`src/rtl/midi_merge_arb.sv`:
```
// rtl/midi_merge_arb.sv - message-granular round-robin MIDI merger with running-status regeneration.
// Optional realtime bypass of the current lock: define MIDI_ARB_RT_BYPASS_EN.
module midi_merge_arb #(
    parameter int          NUM_REQ = 4,
    parameter logic [15:0] TIMEOUT = 16'd4096
) (
    input  logic                   clk,
    input  logic                   reset_n,
    input  logic [8*NUM_REQ-1:0]   req_data_i,
    input  logic [NUM_REQ-1:0]     req_empty_n_i,
    output logic [NUM_REQ-1:0]     req_rd_o,
    output logic [7:0]             tx_data_o,
    output logic                   tx_wr_o,
    input  logic                   tx_full_n_i,
    output logic [NUM_REQ-1:0]     grant_o
);
    localparam int IW = $clog2(NUM_REQ);

    typedef enum logic [2:0] {S_IDLE, S_HEAD, S_RSINS, S_XFER, S_SYSEX} state_t;

    state_t             state_q, state_d;
    logic [IW-1:0]      owner_q, owner_d;
    logic [IW-1:0]      rr_q, rr_d;
    logic [NUM_REQ-1:0] grant_q, grant_d;
    logic [7:0]         out_rs_q, out_rs_d;
    logic [7:0]         rs_q [NUM_REQ];
    logic [7:0]         rs_d [NUM_REQ];
    logic [1:0]         cnt_q, cnt_d;
    logic [15:0]        idle_q, idle_d;

    logic [7:0]         head;
    logic               avail;
    logic               head_rt;
    logic               head_status_nrt;
    logic               pick_vld;
    logic [IW-1:0]      pick;
    logic               byp_vld;
    logic [IW-1:0]      byp_idx;
    logic               rel;

    // Status 8'h00 is never a valid status, so it doubles as "no running status".
    function automatic logic [1:0] msg_len(input logic [7:0] s);
        case (s[7:4])
            4'h8, 4'h9, 4'hA, 4'hB, 4'hE: msg_len = 2'd2;
            4'hC, 4'hD:                   msg_len = 2'd1;
            4'hF: begin
                case (s[3:0])
                    4'h2:       msg_len = 2'd2;
                    4'h1, 4'h3: msg_len = 2'd1;
                    default:    msg_len = 2'd0;
                endcase
            end
            default:                      msg_len = 2'd0;
        endcase
    endfunction

    assign head            = req_data_i[8*int'(owner_q) +: 8];
    assign avail           = req_empty_n_i[owner_q];
    assign head_rt         = (head[7:3] == 5'h1F);
    assign head_status_nrt = head[7] && !head_rt;
    assign grant_o         = grant_q;

    always_comb begin
        pick_vld = 1'b0;
        pick     = '0;
        for (int i = 0; i < NUM_REQ; i++) begin
            if (!pick_vld && req_empty_n_i[(int'(rr_q) + i) % NUM_REQ]) begin
                pick_vld = 1'b1;
                pick     = IW'((int'(rr_q) + i) % NUM_REQ);
            end
        end
    end

    always_comb begin
        byp_vld = 1'b0;
        byp_idx = '0;
`ifdef MIDI_ARB_RT_BYPASS_EN
        for (int k = 0; k < NUM_REQ; k++) begin
            if (!byp_vld && (IW'(k) != owner_q) && req_empty_n_i[k] &&
                (req_data_i[8*k+3 +: 5] == 5'h1F)) begin
                byp_vld = 1'b1;
                byp_idx = IW'(k);
            end
        end
`endif
    end

    always_comb begin
        state_d   = state_q;
        owner_d   = owner_q;
        rr_d      = rr_q;
        grant_d   = grant_q;
        out_rs_d  = out_rs_q;
        rs_d      = rs_q;
        cnt_d     = cnt_q;
        idle_d    = idle_q;
        req_rd_o  = '0;
        tx_wr_o   = 1'b0;
        tx_data_o = 8'h00;
        rel       = 1'b0;

        case (state_q)
            S_IDLE: begin
                if (pick_vld) begin
                    owner_d       = pick;
                    grant_d       = '0;
                    grant_d[pick] = 1'b1;
                    state_d       = S_HEAD;
                end
            end
            S_HEAD: begin
                if (avail && tx_full_n_i) begin
                    if (head_rt) begin
                        req_rd_o[owner_q] = 1'b1;
                        tx_wr_o           = 1'b1;
                        tx_data_o         = head;
                        rel               = 1'b1;
                    end else if (head[7]) begin
                        req_rd_o[owner_q] = 1'b1;
                        tx_wr_o           = 1'b1;
                        tx_data_o         = head;
                        cnt_d             = msg_len(head);
                        idle_d            = 16'd0;
                        if (head[7:4] != 4'hF) begin
                            rs_d[owner_q] = head;
                            out_rs_d      = head;
                        end else begin
                            out_rs_d      = 8'h00;
                        end
                        if (head == 8'hF0)              state_d = S_SYSEX;
                        else if (msg_len(head) == 2'd0) rel     = 1'b1;
                        else                            state_d = S_XFER;
                    end else if (rs_q[owner_q] == 8'h00) begin
                        req_rd_o[owner_q] = 1'b1;
                        rel               = 1'b1;
                    end else if (rs_q[owner_q] != out_rs_q) begin
                        state_d = S_RSINS;
                    end else begin
                        cnt_d   = msg_len(rs_q[owner_q]);
                        idle_d  = 16'd0;
                        state_d = S_XFER;
                    end
                end
            end
            S_RSINS: begin
                if (tx_full_n_i) begin
                    tx_wr_o   = 1'b1;
                    tx_data_o = rs_q[owner_q];
                    out_rs_d  = rs_q[owner_q];
                    cnt_d     = msg_len(rs_q[owner_q]);
                    idle_d    = 16'd0;
                    state_d   = S_XFER;
                end
            end
            S_XFER, S_SYSEX: begin
                if (byp_vld && tx_full_n_i) begin
                    req_rd_o[byp_idx] = 1'b1;
                    tx_wr_o           = 1'b1;
                    tx_data_o         = req_data_i[8*int'(byp_idx) +: 8];
                end else if (avail) begin
                    // An unexpected status ends the message; it stays queued for the next HEAD.
                    if (head_status_nrt && !(state_q == S_SYSEX && head == 8'hF7)) begin
                        rel = 1'b1;
                    end else if (tx_full_n_i) begin
                        req_rd_o[owner_q] = 1'b1;
                        tx_wr_o           = 1'b1;
                        tx_data_o         = head;
                        idle_d            = 16'd0;
                        if (state_q == S_SYSEX) begin
                            if (head == 8'hF7) rel = 1'b1;
                        end else if (!head_rt) begin
                            cnt_d = cnt_q - 2'd1;
                            if (cnt_q == 2'd1) rel = 1'b1;
                        end
                    end
                end else if (tx_full_n_i) begin
                    idle_d = idle_q + 16'd1;
                    if (idle_d == TIMEOUT) begin
                        rel      = 1'b1;
                        out_rs_d = 8'h00;
                    end
                end
            end
            default: state_d = S_IDLE;
        endcase

        if (rel) begin
            grant_d = '0;
            rr_d    = (int'(owner_q) == NUM_REQ - 1) ? '0 : owner_q + 1'b1;
            state_d = S_IDLE;
        end
    end

    always_ff @(posedge clk or negedge reset_n) begin
        if (!reset_n) begin
            state_q  <= S_IDLE;
            owner_q  <= '0;
            rr_q     <= '0;
            grant_q  <= '0;
            out_rs_q <= 8'h00;
            cnt_q    <= 2'd0;
            idle_q   <= 16'd0;
            for (int k = 0; k < NUM_REQ; k++) rs_q[k] <= 8'h00;
        end else begin
            state_q  <= state_d;
            owner_q  <= owner_d;
            rr_q     <= rr_d;
            grant_q  <= grant_d;
            out_rs_q <= out_rs_d;
            cnt_q    <= cnt_d;
            idle_q   <= idle_d;
            rs_q     <= rs_d;
        end
    end
endmodule

```
`config.mk`:
```
export PLATFORM = sky130hd
export DESIGN_NAME = midi_merge_arb
export DESIGN_NICKNAME = d
export VERILOG_FILES = /design/src/rtl/midi_merge_arb.sv
export SDC_FILE = /design/constraint.sdc
export NUM_CORES = 1
export LEC_CHECK = 0
export ABC_AREA = 1
export CORE_MARGIN = 4
export CORE_UTILIZATION = 45
export DETAILED_ROUTE_END_ITERATION = 8
export GPL_TIMING_DRIVEN = 0
export PLACE_DENSITY = 0.66
export SYNTH_ARGS = -nofsm -noshare
export SYNTH_HDL_FRONTEND = slang
export SYNTH_SLANG_ARGS = --single-unit
```
`constraint.sdc`:
```
create_clock -name clk -period 2.5 [get_ports clk]
set_clock_uncertainty 0.05 [all_clocks]
set_input_delay 0.375 -clock clk [delete_from_list [all_inputs] [get_ports clk]]
set_output_delay 0.375 -clock clk [all_outputs]
set_load 0.1 [all_outputs]
```
==> results.rst <==
.. list-table::
   :header-rows: 1

   * - Metric
     - Value
   * - Share of flip-flops with an asynchronous set or reset after synthesis
     - 1.000
   * - Power per cell area
     - between 1000 and 1500 nW/µm²
   * - Detailed-placement wirelength estimate
     - between 10000 and 15000 µm
   * - Worst setup endpoint
     - req_rd_o[3]
   * - Setup repair after global routing missed its margin
     - true
   * - Share of post-route cells with drive strength above 1
     - 0.2508
   * - Final RePlAce weighted congestion
     - 0.8888
   * - Cell taking the most area after synthesis
     - sky130_fd_sc_hd__dfrtp_1
   * - Average cell area after synthesis
     - 6.743 µm²
   * - Place WS
     - -1.296 ns
   * - Effective utilization at floorplan
     - 0.4610
   * - Biggest fanout along the worst timing path
     - 8
   * - Cell types with the largest area share after synthesis
     - sky130_fd_sc_hd__dfrtp_1 (33%), sky130_fd_sc_hd__nand2_1 (20%), sky130_fd_sc_hd__nand3_1 (7.1%)
   * - Proportion of power drawn by flip-flops and latches
     - 0.183
   * - Final critical delay including setup and external delays
     - between 2 and 3 ns
   * - Number of flip-flops and latches in the synthesized netlist
     - 69
   * - RR Startpoint
     - state_q[0]
   * - Max Freq
     - 0.3515 GHz
   * - Total routing resource utilization after global routing
     - 0.2524
   * - Min-delay worst type
     - in -> async
   * - Reported net switching power
     - 4.979 mW
   * - Layout overhead on the synthesized area
     - 38.04%
   * - Clock latency on the worst-skew pair
     - ~0.35 ns
   * - Kind of start point of the critical path
     - flop
   * - Clock share of power
     - 0.123
   * - Violated checks
     - negative hold slack, negative setup slack
   * - Sw frac
     - 0.5221
   * - Via density per instance
     - 5.372
   * - Boundary Pins
     - 56
   * - Combinational fraction of design power
     - 0.694
   * - Diode count
     - 0
   * - Number of distinct library cell variants in the gate-level netlist after synthesis
     - 46
   * - Number of enable flip-flop cells after synthesis
     - 0
   * - Maximum vdd drop
     - 0.8518 mV
   * - Largest net degree at the start of global routing
     - 70
   * - Number of placement rows
     - 39
   * - H-tree lvl count
     - 3
   * - Total setup violations reported at the end of the flow
     - 13
   * - Number of routed nets with antenna violations
     - 0
   * - Fillcell total
     - 999
   * - Fraction of synthesized cell area taken by the top area cell type
     - 0.3266
   * - Type of destination of the critical path
     - output port
   * - Synth cell count leaders
     - sky130_fd_sc_hd__nand2_1 (286), sky130_fd_sc_hd__nand3_1 (75), sky130_fd_sc_hd__dfrtp_1 (69)
   * - Worst-case hold slack
     - -0.005974 ns
   * - Clock transition at the registers of the reported paths
     - around 0.050 ns
   * - Actual transition at the worst max-transition pin
     - 0.9742 ns
   * - Routed len/inst
     - 16.01 µm
   * - Die span in x
     - approximately 120 µm
   * - Arrival time at the worst endpoint
     - between 2 and 2.5 ns
   * - Cell area after technology mapping
     - 5286 µm²
   * - Number of global-route vias before repair
     - 5294
   * - Terminus of the critical flop-to-flop path
     - grant_o[1]
   * - Clock root cell
     - sky130_fd_sc_hd__clkbuf_16
   * - Main synth FF type
     - sky130_fd_sc_hd__dfrtp_1
   * - Reported leakage power
     - roughly 3.4 nW
   * - Placed Cells incl. Taps
     - roughly 980
   * - Final hold vios
     - 8
   * - Most numerous cell in the Yosys netlist
     - sky130_fd_sc_hd__nand2_1
   * - Mapped Nets
     - a little over 800
   * - Number of max-slew violations in the final report
     - 0
   * - R2R depth
     - 10
   * - Final wirelength
     - 16710 µm
   * - Global-route wire length before repair
     - 26590 µm
   * - Category of the critical setup timing path
     - reg -> out
   * - Status
     - complete, but fails checks
   * - Final core occ
     - 0.6363
   * - Synth warnings
     - 0
   * - R2R setup slack
     - 0.07 ns
   * - Number of port buffers
     - 55
   * - Vias
     - 5608
   * - Total global routing overflow
     - 0
   * - Portion of the clock cycle consumed by the worst path in the final layout
     - 1.138
   * - Cell-internal power
     - 4.558 mW
   * - Violation count after the first detailed-route iteration
     - 392
   * - Std-Cell Core Area
     - 11470 µm²
   * - Total Die Area
     - ~14000 µm²
   * - Number of antenna violations at the first check in global routing
     - 0
   * - Total CTS buffers
     - 9
   * - Relative slew slack
     - 0.3485
   * - Post-synthesis sequential area ratio
     - 0.3266
   * - Nets@finish
     - 942
   * - Critical path data required time
     - 2.08 ns
   * - Remaining DRCs
     - 0
   * - Number of cells in the finished layout apart from fillers
     - 1044
   * - Number of instances in the synthesized netlist
     - 784
   * - Fin worst setup slack
     - -0.3448 ns
   * - Number of max-cap violations
     - 0
   * - Die Y
     - 116.4 µm
   * - CTS Sinks
     - 69
   * - Start point of the critical path
     - owner_q[0]
   * - Number of iterations in the first detailed-routing pass
     - 5
   * - Hold-fix buffers, CTS
     - 0
   * - Number of buffers between clock root and the deepest sink
     - 2
   * - Clock tree from TritonCTS
     - yes
   * - Setup TNS
     - -3.714 ns
[registers in the layout, indices dropped and copies added, names as in the netlist]
signal    count
cnt_q         2
grant_o       4
idle_q       16
out_rs_q      8
owner_q       2
rr_q          2
rs_q         32
state_q       3
[per-layer routing]
metal	global-route usage	wire length [µm]
met5	0	0
met3	0.04093	879
met2	0.4275	8344
met4	0.08817	394
met1	0.3268	7094
[worst min-delay path by stage]
stage | depth (start not counted) | end | start | slack [ns]
after detailed placement | 2 | owner_q[1] | reset_n | 0.37
after CTS | 2 | owner_q[1] | reset_n | 0.001
after global routing | 2 | owner_q[1] | reset_n | 0.03
final | 2 | owner_q[1] | reset_n | -0.006
after global placement | 2 | rs_q[15] | rs_q[15] | 0.40
after floorplan | 0 | cnt_q[0] | reset_n | 0.03
[area by class of cell]
class | count | area (µm²) | area share
multi-input cells | 626 | 3530 | 0.4837
flip-flops and latches | 69 | 1729 | 0.2370
repair buffers | 101 | 1102 | 0.1511
inverters | 66 | 275.3 | 0.03772
clock buffers | 10 | 229.0 | 0.03138
plain buffers | 24 | 216.5 | 0.02966
well taps | 143 | 178.9 | 0.02452
clock inverters | 5 | 36.28 | 0.004973
[layout by cell type (no fill, tap or decap), types with 8 or more instances in the layout]
cell	n
sky130_fd_sc_hd__buf_12	15
sky130_fd_sc_hd__buf_4	45
sky130_fd_sc_hd__buf_6	8
sky130_fd_sc_hd__clkbuf_16	11
sky130_fd_sc_hd__clkdlybuf4s50_1	41
sky130_fd_sc_hd__dfrtp_1	67
sky130_fd_sc_hd__inv_1	57
sky130_fd_sc_hd__nand2_1	261
sky130_fd_sc_hd__nand2_2	33
sky130_fd_sc_hd__nand2_4	25
sky130_fd_sc_hd__nand3_1	70
sky130_fd_sc_hd__nand3_2	15
sky130_fd_sc_hd__nand4_1	21
sky130_fd_sc_hd__nor2_1	44
sky130_fd_sc_hd__nor2_2	14
sky130_fd_sc_hd__nor2_4	12
sky130_fd_sc_hd__o21ai_0	31
sky130_fd_sc_hd__o21ai_1	22
sky130_fd_sc_hd__o22ai_1	13
sky130_fd_sc_hd__xor2_1	10
[cells by family (layout without fill, tap and decap cells)]
family          Yosys count  after routing  share of synthesized area
xor+xnor                 15             15                    0.02485
buf+inv                  90            206                    0.08237
simple gates            513            514                     0.4542
flops                    69             69                     0.3266
fa+ha+maj                 6              6                    0.01420
compound gates           91             91                    0.09775
[power groups by stage]
stage                     logic, mW  registers [mW]  clock network [mW]
after CTS                      5.99            1.74                1.20
after global routing           7.18            1.78                1.23
after global placement         5.24            1.74                   0
final                          6.62            1.74                1.18
after floorplan                3.95            1.84                   0
after detailed placement       5.34            1.75                   0
[timing repair]
item,in CTS,in global routing
cloned,0,3
gates resized for setup,156,51
setup endpoints to repair,26,55
pin swaps,18,28
setup buffers,25,19
[metrics by stage]
stage / area, µm² / power, mW
floorplan: 5416 / 5.785
global placement: 6146 / 6.979
detailed placement: 6171 / 7.085
CTS: 6930 / 8.927
global route: 7297 / 10.20
finish: 7297 / 9.536
[worst max-delay path, stage by stage (launching register included)]
cell                      delay, ns
sky130_fd_sc_hd__dfrtp_1       0.42
sky130_fd_sc_hd__buf_6         0.18
sky130_fd_sc_hd__buf_12        0.15
sky130_fd_sc_hd__nand2_2       0.06
sky130_fd_sc_hd__nand3_2       0.09
sky130_fd_sc_hd__nand2_4       0.14
sky130_fd_sc_hd__inv_4         0.05
sky130_fd_sc_hd__nand2_2       0.07
sky130_fd_sc_hd__nor2_4        0.05
sky130_fd_sc_hd__nor2_4        0.11
sky130_fd_sc_hd__nand2_4       0.07
sky130_fd_sc_hd__nand2_4       0.08
sky130_fd_sc_hd__nand2_4       0.09
sky130_fd_sc_hd__a31oi_4       0.17
sky130_fd_sc_hd__buf_12        0.15
sky130_fd_sc_hd__nor2_4        0.04
sky130_fd_sc_hd__buf_12        0.16
Power figures use the tool's default switching activity.
